`src/rtl/load_store_unit.sv`:
```
// ============================================================================
//  Module      : load_store_unit
//  Description : Single-outstanding load/store sequencer between a core
//                request/response port and a simple data memory.
//  Revision    : 1.0  initial release
// ============================================================================
`default_nettype none

module load_store_unit #(
  parameter int ADDR_W = 4,
  parameter int DATA_W = 4
) (
  input  logic              clk,
  input  logic              rst,
  input  logic              req_valid,
  output logic              req_ready,
  input  logic              req_we,
  input  logic [ADDR_W-1:0] req_addr,
  input  logic [DATA_W-1:0] req_wdata,
  output logic              resp_valid,
  input  logic              resp_ready,
  output logic [DATA_W-1:0] resp_rdata,
  output logic              busy,
  output logic              mem_we,
  output logic [ADDR_W-1:0] mem_addr,
  output logic [DATA_W-1:0] mem_wdata,
  input  logic [DATA_W-1:0] mem_rdata
);

  typedef enum logic [2:0] {
    S_IDLE      = 3'd0,
    S_STORE     = 3'd1,
    S_LOAD_ADDR = 3'd2,
    S_LOAD_DATA = 3'd3,
    S_RESP      = 3'd4
  } state_t;

  state_t              r_state;
  logic                r_we;
  logic [ADDR_W-1:0]   r_addr;
  logic [DATA_W-1:0]   r_wdata;
  logic [DATA_W-1:0]   r_rdata;

  always_ff @(posedge clk) begin
    if (rst) begin
      r_state <= S_IDLE;
      r_we    <= 1'b0;
      r_addr  <= '0;
      r_wdata <= '0;
      r_rdata <= '0;
    end else begin
      case (r_state)
        S_IDLE: begin
          if (req_valid) begin
            r_we    <= req_we;
            r_addr  <= req_addr;
            r_wdata <= req_wdata;
            r_state <= req_we ? S_STORE : S_LOAD_ADDR;
          end
        end
        S_STORE:     r_state <= S_IDLE;
        // Address is held through both load states, so a synchronous-read
        // memory has its data ready by the end of LOAD_DATA.
        S_LOAD_ADDR: r_state <= S_LOAD_DATA;
        S_LOAD_DATA: begin
          r_rdata <= mem_rdata;
          r_state <= S_RESP;
        end
        S_RESP: begin
          if (resp_ready) r_state <= S_IDLE;
        end
        default:     r_state <= S_IDLE;
      endcase
    end
  end

  assign req_ready  = (r_state == S_IDLE);
  assign busy       = (r_state != S_IDLE);
  assign resp_valid = (r_state == S_RESP);
  assign resp_rdata = r_rdata;
  // Gating with rst keeps an aborted store from reaching memory.
  assign mem_we     = (r_state == S_STORE) & r_we & ~rst;
  assign mem_addr   = r_addr;
  assign mem_wdata  = r_wdata;

endmodule

`default_nettype wire

```
`config.mk`:
```
export PLATFORM = sky130hd
export DESIGN_NAME = load_store_unit
export DESIGN_NICKNAME = d
export VERILOG_FILES = /design/src/rtl/load_store_unit.sv
export SDC_FILE = /design/constraint.sdc
export NUM_CORES = 1
export LEC_CHECK = 0
export CAP_MARGIN = 20
export CORE_MARGIN = 4
export CORE_UTILIZATION = 43
export CTS_BUF_LIST = sky130_fd_sc_hd__clkbuf_2 sky130_fd_sc_hd__clkbuf_4 sky130_fd_sc_hd__clkbuf_8
export DETAILED_ROUTE_END_ITERATION = 10
export HOLD_SLACK_MARGIN = 0.12
export PLACE_DENSITY = 0.81
export SYNTH_ARGS = -nofsm -noshare
export SYNTH_HDL_FRONTEND = slang
export SYNTH_SLANG_ARGS = --single-unit
```
`constraint.sdc`:
```
create_clock -name clk -period 1.53 [get_ports clk]
set_input_delay 0.459 -clock clk [delete_from_list [all_inputs] [get_ports clk]]
set_output_delay 0.459 -clock clk [all_outputs]
set_load 0.005 [all_outputs]
```
==> key figures <==
Run
  – Max_cap viols: 0

Timing
  – FMAX: 637 MHz
  – Fin Setup TNS: -0.0405 ns
  – RSZ-0062 raised after global routing: yes
  – Slew Limit Headroom: 80.6%
  – Minimum clock period: 1.57 ns
  – Setup ws final: -0.0405 ns
  – Tcrit/Tclk final: 103%
  – Hold Fails Final Rpt: 0
  – Clk_skew: 0.00590 ns
  – Max Slew Vio Count: 0
  – Worst Tran Pin Value: 0.292 ns
  – Setup violations, final: 1

Floorplan
  – Row count: 14
  – Core Footprint: 1590 um2
  – IO Pins: 33
  – Die area: 2520 um2
  – Die Wd: 50.2 um
  – Starting density of the core: 48.0%
  – Die Y: 50.2 um

Route
  – Via Count: 650
  – Drt first-iter violations: 2
  – Drt wl/cell: 12.3 um
  – Vias per cell: 4.64
  – Final antenna-violating net count: 0
  – Final WL: 1.73 mm
  – DRC violations left: 0
  – First drt pass iteration count: 4

Critical path
  – CP bufs+invs: 2
  – Critical path startpoint category: flip-flop
  – Critical R2R Launch: r_state[2]
  – Path length in cells of the critical path: 3
  – Required @ worst endpoint: 1.07 ns
  – Crit. End Element: primary output
  – Slowest cell on crit path: dfxtp_2
  – Number of cells on the worst reg-to-reg path: 6
  – Critical setup path kind: reg2out
  – Worst path top cell family by delay: flip-flops
  – Worst path cell trace: buf_6 > nor4b_4 > buf_2
  – Crit-path max FO: 3
  – Capturing point of the worst reg2reg path: mem_wdata[3]
  – CP max stage delay: 0.34 ns
  – R2R setup slack: 0.11 ns
  – Endpoint arrival time on the critical path: 1.11 ns

Worst hold path
  – Worst Hold End: mem_addr[0]
  – Worst Hold Path Cells: 2
  – HP Class: reg2reg
  – HP Start: mem_addr[0]

Final layout
  – Layout Cells excl Fill: 140
  – Nets@finish: 135
  – Post-route design area: 1200 um2
  – Ant. Diodes: 0
  – Share of cells above drive strength 1: 27.6%
  – Synthesis-to-layout area growth: 57.6%

Yosys
  – Mapped cell area: 764 um2
  – Synth warn: 0
  – Syn nets: 92
  – Synthesized instance count: 75
  – Synth top area cells: dfxtp_1 (42%), nand2b_1 (22%), mux2i_1 (17%)
  – Synth top area share: 41.9%
  – Seq/Total Area, Yosys: 41.9%
  – Synthesized area per cell: 10.2 um2
  – Seq cells post-synth: 16
  – Cell variety after synth: 15
  – Area leader, netlist: dfxtp_1

Global route
  – GRT Overall Usage: 15.7%
  – Congestion Overflow GR: 0
  – Initial antenna violation count: 0
  – Largest net degree at the start of global routing: 24
  – First-pass GRT wire length: 3.02 mm
  – Vias in the first global route: 648

Clock tree
  – CTS H-tree lvls: 1
  – # hold bufs at CTS: 0
  – CTS tree: built
  – CTS max path bufs: 2
  – Later-pin clock latency in the skew report: 0.27 ns
  – Clock transition at path regs: 0.09 ns
  – CTS Sinks: 16
  – Clock root buffer: clkbuf_4
  – Total CTS buffers: 3

Placed design
  – Place WS: -0.853 ns
  – Buffers on Ports: 32
  – HPWL after DPL: 1.21 mm
  – RePlAce Congestion: 0.753
  – DP Cell Count: 134
  – Placed Area: 1150 um2

Pwr
  – Total Power: 0.868 mW
  – Leak Pwr: 0.552 nW
  – Max IR drop VDD: 0.504 mV
  – Pwr dens: 720 nW/um2

Run status
  – Failing checks: setup timing
  – Status: finished, violations left
[worst max path at each step]
stage / startpoint / end / slack (ns)
after floorplan: rst / mem_we / 0.02
after global placement: rst / mem_we / -0.84
after detailed placement: rst / mem_we / -0.85
after CTS: rst / mem_we / -0.09
after global routing: r_state[2] / mem_we / -0.12
final: r_state[2] / mem_we / -0.04
[flip-flops by register name (all words and copies together), names as in the netlist]
name / flops
mem_addr: 4
mem_wdata: 4
r_state: 3
r_we: 1
resp_rdata: 4
[Yosys cell counts]
cell / instances
clkbuf_1: 3
nor3b_1: 1
nor3_1: 1
buf_6: 3
o21ba_1: 1
nand2b_1: 27
nor4b_1: 2
inv_1: 2
dfxtp_1: 16
or3_1: 1
mux2i_1: 13
nor4b_4: 1
a21oi_1: 2
and3b_1: 1
nor2_1: 1
[metrics by stage]
step / util (%) / hold slack (ns)
CTS: 75.0 / 0.471
floorplan: - / 0.460
global placement: 72.1 / 0.457
global route: 75.6 / 0.494
finish: 75.6 / 0.468
detailed placement: 72.1 / 0.465
[cell usage in the layout (no fill, tap or decap), types with 3 or more instances in the layout]
cell / count
dlygate4sd2_1: 12
buf_4: 9
dfxtp_2: 6
buf_2: 3
nand2b_1: 26
clkdlybuf4s50_1: 15
dfxtp_1: 8
clkbuf_4: 3
mux2i_1: 13
[area by class of cell]
cell class / instances / area [um2]
well taps: 24 / 30.0
fillers: 124 / 389
inverters: 2 / 7.51
multi-input cells: 51 / 419
clock buffers: 3 / 22.5
repair buffers: 44 / 390
flip-flops and latches: 16 / 335
[what timing repair did]
action | in CTS | in global routing
resized for setup | 39 | 7
endpoints found under the setup margin | 16 | 4
buffers inserted | 2 | 1
pin swaps | 1 | 2
[power by group]
| group | total, mW | internal, mW | switching [mW] |
|---|---|---|---|
| combinational | 0.202 | 0.131 | 0.0711 |
| clock | 0.209 | 0.0909 | 0.118 |
| sequential | 0.457 | 0.441 | 0.0161 |
[metal layers]
layer  up-vias  routed length [um]  share of wire [%]  track usage, %
met1       291                 714                 41            17.1
met5         -                   0                  0               0
met4         0                  15               0.87            6.91
met3         2                 159                9.2            6.21
met2        24                 836                 48            27.0
li1        333                   -                  -               -
[worst reg2reg max path: stages (launching register included)]
cell     delay (ns)
dfxtp_2        0.34
buf_6          0.12
buf_4          0.12
buf_4          0.14
nor4b_4        0.27
buf_12         0.18
mux2i_1        0.18
[cells by family after synthesis]
kind of cell	after synthesis	synth area share, %
compound gates	3	2.62
buf+inv	8	6.87
flops	16	41.9
mux	13	17.0
simple gates	35	31.6
(Power assumes the default switching activity.)
